### src/rtl/pc_sequencer.sv
// rtl/pc_sequencer.sv - phase-sequenced program counter with optional return stack
//
// Optional feature macro: CALL_STACK_EN (compiles in a STACK_DEPTH-entry LIFO return stack)
//
// Parameters:
//   PC_W        program counter width
//   NPHASE      phases per instruction (2..8)
//   UPD_PHASE   phase in which pc is updated (0..NPHASE-1)
//   STACK_DEPTH return-stack entries (1..16), only meaningful with CALL_STACK_EN
// Ports:
//   clk      clock, all state changes on rising edge
//   rst      synchronous active-high reset
//   run      start request, sampled in IDLE
//   halt     stop request (level), acted on in the last phase
//   jflag    jump at the update phase
//   jdest    jump/call target
//   call     subroutine call at the update phase
//   ret      subroutine return at the update phase
//   phase    current phase index
//   pc       registered program counter
//   pc_we    high during the update cycle
//   running  high in RUN
//   stk_err  sticky stack overflow/underflow flag

module pc_sequencer #(
  parameter int PC_W        = 12,
  parameter int NPHASE      = 5,
  parameter int UPD_PHASE   = 2,
  parameter int STACK_DEPTH = 4
) (
  input  logic            clk,
  input  logic            rst,
  input  logic            run,
  input  logic            halt,
  input  logic            jflag,
  input  logic [PC_W-1:0] jdest,
  input  logic            call,
  input  logic            ret,
  output logic [2:0]      phase,
  output logic [PC_W-1:0] pc,
  output logic            pc_we,
  output logic            running,
  output logic            stk_err
);

  typedef enum logic [1:0] {
    S_IDLE,
    S_RUN,
    S_HALT
  } state_t;

  localparam logic [2:0] LAST_PH = 3'(NPHASE - 1);
  localparam logic [2:0] UPD_PH  = 3'(UPD_PHASE);

  state_t          state;
  logic [PC_W-1:0] pc_inc;
  logic [PC_W-1:0] pc_next;

  // Natural overflow of the adder gives the required all-ones -> 0 wrap.
  assign pc_inc = pc + {{(PC_W-1){1'b0}}, 1'b1};
  assign pc_we  = (state == S_RUN) && (phase == UPD_PH);

`ifdef CALL_STACK_EN
  localparam int SP_W  = $clog2(STACK_DEPTH + 1);
  localparam int IDX_W = (STACK_DEPTH > 1) ? $clog2(STACK_DEPTH) : 1;

  logic [PC_W-1:0] stack_mem [STACK_DEPTH];
  logic [SP_W-1:0] sp;
  logic            stk_full;
  logic            stk_empty;
  logic            do_push;
  logic            do_pop;
  logic            err_set;

  assign stk_full  = (sp == SP_W'(STACK_DEPTH));
  assign stk_empty = (sp == '0);

  // Priority ret > call > jflag > increment. A ret on an empty stack
  // degrades to an increment; a call on a full stack still jumps.
  always_comb begin
    pc_next = pc_inc;
    do_push = 1'b0;
    do_pop  = 1'b0;
    err_set = 1'b0;
    if (ret) begin
      if (stk_empty) begin
        err_set = 1'b1;
      end else begin
        pc_next = stack_mem[IDX_W'(sp - 1'b1)];
        do_pop  = 1'b1;
      end
    end else if (call) begin
      pc_next = jdest;
      if (stk_full) begin
        err_set = 1'b1;
      end else begin
        do_push = 1'b1;
      end
    end else if (jflag) begin
      pc_next = jdest;
    end
  end

  always_ff @(posedge clk) begin
    if (rst) begin
      sp      <= '0;
      stk_err <= 1'b0;
    end else if (pc_we) begin
      if (do_push) begin
        stack_mem[IDX_W'(sp)] <= pc_inc;
        sp                    <= sp + 1'b1;
      end else if (do_pop) begin
        sp <= sp - 1'b1;
      end
      if (err_set) begin
        stk_err <= 1'b1;
      end
    end
  end
`else
  logic unused_stack;

  // Without a stack, call is just another jump and ret has no meaning.
  assign pc_next      = (call || jflag) ? jdest : pc_inc;
  assign stk_err      = 1'b0;
  assign unused_stack = ret | (STACK_DEPTH == 0);
`endif

  always_ff @(posedge clk) begin
    if (rst) begin
      state   <= S_IDLE;
      phase   <= 3'd0;
      pc      <= '0;
      running <= 1'b0;
    end else begin
      case (state)
        S_IDLE: begin
          phase <= 3'd0;
          if (run) begin
            state   <= S_RUN;
            running <= 1'b1;
          end
        end
        S_RUN: begin
          if (pc_we) begin
            pc <= pc_next;
          end
          // halt is only honoured once the current instruction is finished.
          if (phase == LAST_PH) begin
            phase <= 3'd0;
            if (halt) begin
              state   <= S_HALT;
              running <= 1'b0;
            end
          end else begin
            phase <= phase + 3'd1;
          end
        end
        S_HALT: begin
          phase   <= 3'd0;
          running <= 1'b0;
        end
        default: begin
          state   <= S_IDLE;
          phase   <= 3'd0;
          running <= 1'b0;
        end
      endcase
    end
  end

endmodule

### config.mk
export PLATFORM = sky130hd
export DESIGN_NAME = pc_sequencer
export DESIGN_NICKNAME = d
export VERILOG_FILES = /design/src/rtl/pc_sequencer.sv
export SDC_FILE = /design/constraint.sdc
export NUM_CORES = 1
export LEC_CHECK = 0
export BUFFER_PORTS_ARGS = -buffer_cell sky130_fd_sc_hd__buf_4
export CAP_MARGIN = 20
export CELL_PAD_IN_SITES_DETAIL_PLACEMENT = 1
export CELL_PAD_IN_SITES_GLOBAL_PLACEMENT = 2
export CORE_MARGIN = 4
export CORE_UTILIZATION = 24
export CTS_BUF_LIST = sky130_fd_sc_hd__clkbuf_4 sky130_fd_sc_hd__clkbuf_8 sky130_fd_sc_hd__clkbuf_16
export DETAILED_ROUTE_END_ITERATION = 8
export PLACE_DENSITY_LB_ADDON = 0.25
export SLEW_MARGIN = 20
export SYNTH_ARGS = -nofsm -noshare
export SYNTH_HDL_FRONTEND = slang
export SYNTH_SLANG_ARGS = --single-unit
### constraint.sdc
create_clock -name clk -period 1.5 [get_ports clk]
set_input_delay 0.3 -clock clk [delete_from_list [all_inputs] [get_ports clk]]
set_output_delay 0.3 -clock clk [all_outputs]
set_load 0.05 [all_outputs]
# Word-level counts from Yosys, hierarchy flattened
# Cells that the tools add are included.
dict set report totals {
  word_cells 31
  in_bits 19
  out_inout_bits 18
  regBits 18
}
dict set report classes {
  n_mux 9
  eq_ne 7
  n_bitwise 2
  n_reduce_logical 7
  n_addsub 2
}
# op n
set ops {}
lappend ops {{12-bit by 1-bit adder with 12-bit output (second input constant)} 1}
lappend ops {{12-bit two-way mux} 1}
lappend ops {{2-bit two-way mux} 3}
lappend ops {{2-bit case mux with 3 select lines} 1}
lappend ops {{2-bit != test (second input constant)} 2}
lappend ops {{4-bit AND reduction} 1}
lappend ops {{3-bit by 1-bit adder with 3-bit output (second input constant)} 1}
lappend ops {{3-bit by 2-bit equality test with 1-bit output (second input constant)} 1}
lappend ops {{3-bit equality test (second input constant)} 1}
lappend ops {{1-bit two-way mux} 3}
lappend ops {{3-bit AND reduction} 1}
lappend ops {{3-bit OR reduction} 1}
lappend ops {{2-bit by 1-bit equality test with 1-bit output (second input constant)} 1}
lappend ops {{2-bit equality test (second input constant)} 1}
lappend ops {{2-bit logical NOT} 1}
lappend ops {{2-bit by 1-bit != test with 1-bit output (second input constant)} 1}
lappend ops {{1-bit NOT} 2}
lappend ops {{1-bit case mux with 2 select lines} 1}
lappend ops {{2-bit AND reduction} 1}
lappend ops {{1-bit logical AND} 1}
lappend ops {{1-bit logical OR} 1}

# Longest topological paths before layout
dict set report logic_depth {
  word_depth 3
  ltp_mapped 7
  ltp_nobuf 7
}

# Worst setup path after synthesis
# No wires, ideal clock.
dict set report synth_path {
  kind {reg-to-reg}
  from {register phase[1]}
  to {register pc[10]}
  setup_ns 0.086
  arrival_ns 1.856
  setup_slack_ns -0.441
  n_path_buf 1
  t_required_ns 1.414
  period_less_slack_ns 1.941
  stages_incl_launch_ff 7
  cell_sequence {dfxtp_1 > ha_1 > nand4bb_4 > inv_1 > buf_2 > a21oi_1 > a211oi_1}
}
dict set report synth_via {
  elab_chain_len 3
}
# item line
set synth_rtl {}
lappend synth_rtl {{from (decl)} 39} ;# output logic [2:0] phase,
lappend synth_rtl {{from (signal assigned)} 156} ;# phase <= phase + 3'd1;
lappend synth_rtl {{3-bit by 2-bit equality test with 1-bit output} 61} ;# assign pc_we = (state == S_RUN) && (phase == UPD_PH);
lappend synth_rtl {{1-bit logical AND} 61}
lappend synth_rtl {{named net pc_we} 41} ;# output logic pc_we,
lappend synth_rtl {{2-bit AND reduction (no line)} --}
lappend synth_rtl {{to (signal assigned)} 146} ;# pc <= pc_next;
lappend synth_rtl {{to (decl)} 40} ;# output logic [PC_W-1:0] pc,
# The timed path passes the listed nets, and every way through them passes these cells.
# A chain may end at the register's enable or synchronous reset.

# Final worst setup path
dict set report layout_path {
  from {register phase[0]}
  to {register pc[9]}
}
dict set report layout_via {
  elab_chain_len 3
}
# item line
set layout_rtl {}
lappend layout_rtl {{3-bit by 2-bit equality test with 1-bit output} 61}
lappend layout_rtl {{1-bit logical AND} 61}
lappend layout_rtl {{2-bit AND reduction (no line)} --}
# Every way passes these cells.

==> results.yml <==
final_layout:
  multi_input_comb_area_sq_um: 653
  final-instance-count-excl-fill: 233
  seq_area_sq_um: 399
  final.fill_count: 498
  num-nets-final: 207
  n_antenna_cell: 0
  commonest_non_fill_non_tap_cell_in_the_layout: "buf_4"
  post_route_cells_drive_above_1_share: 0.475
  layout_common_cells: "buf_4, nand2_1, nor2_1"
  area.growth.synth_to_final_pct: 58.7
place:
  placement.io_buffers: 34
  dpl_hpwl_um: 2760
  post-place-cells: 224
  gp_routability_congestion: 0.771
global_routing:
  grt_pass1_vias: 1288
  overflow: 0
  grt_first_pass_wirelength_um: 6070
  groute.usage.overall: 0.141
  grt_start_max_net_pins: 17
  antenna_violations_before_repair: 0
floorplanning:
  die_h_um: 73.5
  design.die.area_sq_um: 5400
  die_x_um: 73.5
  design.core.area_sq_um: 4090
  num_io_pins: 37
  floorplan.initialDensity: 0.252
  row_count: 23
power:
  leakage_uw: 0.000657
  comb_power_share: 0.164
  power.density_nw_per_um2: 612
  power_switching_share: 0.271
  power_report.internal_total_uw: 729
  worst_ir_drop_vdd_mv: 0.335
  clockPowerShare: 0.356
  seqPwrFrac: 0.480
  switchingPower_uw: 271
timing:
  fin_crit_ps: 1530
  timing.fmax_mhz: 654
  final_min_period_over_clock_period: 1.02
  finalMaxSlewViolations: 0
  skew_ps: 9.83
  setup_viol_count_final: 2
  final_hold_viol_count: 0
  rsz_0062_raised_after_global_routing: "yes"
  worst_hold_slack_ps: 280
  final.setup.worst_slack_ps: -28.8
setup_path:
  r2r_slack_ps: -30
  critical_path.startpoint: "phase[0]$_SDFF_PP0_"
  cp_max_fo: 5
  worstSetupEndpoint: "pc[9]$_SDFFE_PP0P_"
  setup.worst_path.start_class: "register"
  crit_path_end_kind: "register"
  critical_path.reg2reg.startpoint: "phase[0]$_SDFF_PP0_"
  worst_r2r_endpoint: "pc[9]$_SDFFE_PP0P_"
  worst-setup-path-type: "reg -> reg"
  worstRegToRegCells: 6
  required_ps: 1680
  cp.arrival_ps: 1710
clock_network:
  cts.clk_slew.worst_paths_ps: 80
  cts_made_buffers: 3
  cts_sinks: 18
  cts.htree.levels: 1
  cts-root-to-sink-buffers: 2
  clk-insertion-delay-late_ps: 260
  tritoncts: "yes"
  clock_root_buffer: "clkbuf_8"
drt:
  drt_pass1_iterations: 4
  drc: 0
  detailed_route_wire_length_per_cell_um: 15.5
  drt-total-wl_um: 3620
  final_antenna_net_count: 0
  route.vias.total: 1167
  detail_route.vias_per_cell: 5.01
  drtIter0Drc: 31
yosys:
  ys_seq_elements: 18
  syn-mean-instance-area_sq_um: 7.98
  synth_cells: 129
  seq_total_area_yosys: 0.350
  netlist_area_sq_um: 1030
  synth_cell_types: 36
  yosysWarningCount: 0
  postSynthNetCount: 152
min_path:
  worst_min_path_class: "in -> reg"
job:
  max_cap_viol: 0
outcome:
  status: "finished, violations left"
  violations: "setup timing"
## synth_stat cells, drive strengths merged
cell type / number / area share
or4: 1 / 0.0073
mux2: 2 / 0.022
nand4bb: 1 / 0.027
a22oi: 2 / 0.015
a21o: 3 / 0.022
a2bb2oi: 1 / 0.0085
a211oi: 3 / 0.022
o31ai: 3 / 0.022
a311oi: 1 / 0.0085
ha: 4 / 0.049
o41ai: 1 / 0.0085
buf: 3 / 0.023
or2: 1 / 0.0061
nand4: 3 / 0.018
clkbuf: 5 / 0.018
nand3: 7 / 0.034
conb: 1 / 0.0036
a31oi: 4 / 0.024
nor4b: 1 / 0.0085
dfxtp: 18 / 0.35
mux2i: 1 / 0.0097
o21ai: 7 / 0.034
inv: 5 / 0.018
and3: 2 / 0.012
or3: 2 / 0.012
nor2b: 1 / 0.0061
nor3: 7 / 0.034
o211a: 2 / 0.019
a21oi: 7 / 0.034
a32o: 1 / 0.0097
nand3b: 1 / 0.0073
nand2: 15 / 0.055
nor2: 11 / 0.040
nor4: 2 / 0.012
## layout make-up
class | count | area share
clock inverters | 1 | 0.00230
repair buffers | 58 | 0.276
inverters | 5 | 0.0145
clock buffers | 3 | 0.0253
flip-flops and latches | 18 | 0.244
well taps | 50 | 0.0383
multi-input cells | 98 | 0.400
## cell families (layout without fill, tap and decap cells)
logic type | after synthesis | count (layout) | synth area share
simple gates | 55 | 55 | 0.279
other cells | 1 | 1 | 0.00364
compound gates | 35 | 35 | 0.227
mux | 3 | 3 | 0.0316
buf+inv | 13 | 67 | 0.0595
fa+ha+maj | 4 | 4 | 0.0486
flops | 18 | 18 | 0.350
## repair_timing
action                                 4_1_cts  5_1_grt
endpoints found under the hold margin        0        0
buffers inserted                             5        1
hold buffers                                 0        0
gates resized for setup                      5       11
setup endpoints to repair                    2        9
gates cloned                                 0        0
pin swaps                                    1        5
## critical path, cell delays in order, from the launching register on
cell	delay, ps
dfxtp_4	350
inv_4	60
ha_4	120
nand4bb_4	160
or3_4	360
mux2_4	260
a31oi_1	150
## per-layer routing
metal	GRT usage	vias to the layer above	wire length, um
met5	0	-	0
met4	0.0302	0	20
met3	0.0260	2	174
met2	0.255	21	1860
met1	0.173	563	1570
li1	-	581	-
## registers in the layout, indices dropped and copies added, names as in the netlist
name / cells
phase: 3
pc: 12
running: 1
state: 2
## how the worst min path moves through the flow
stage | endpoint | cells after the start | from
final | state[0]$_SDFFE_PP0P_ | 2 | run
after floorplan | state[0]$_SDFFE_PP0P_ | 1 | run
after detailed placement | phase[0]$_SDFF_PP0_ | 1 | phase[0]$_SDFF_PP0_
after CTS | state[0]$_SDFFE_PP0P_ | 2 | run
after global placement | phase[0]$_SDFF_PP0_ | 1 | phase[0]$_SDFF_PP0_
after global routing | state[0]$_SDFFE_PP0P_ | 2 | run
## power by group through the flow
| stage | registers, uW | logic (uW) | clock network, uW |
|---|---|---|---|
| floorplan | 514 | 60.1 | 0 |
| global placement | 491 | 152 | 0 |
| detailed placement | 493 | 156 | 0 |
| CTS | 480 | 163 | 365 |
| global route | 482 | 180 | 387 |
| finish | 480 | 164 | 356 |
## through the flow
stage               TNS [ps]  utilization  cell area [sq um]  total power [uW]  worst slack, ps
finish                 -42.8        0.400               1630              1000            -28.8
global route            -323        0.400               1630              1050            -91.2
CTS                    -23.1        0.391               1600              1010            -20.4
detailed placement     -67.9        0.367               1500               649            -61.8
global placement           0        0.367               1500               644             1.63
floorplan                  0            -               1090               574             4.07
Note: power is estimated with default switching activity, not from simulation.
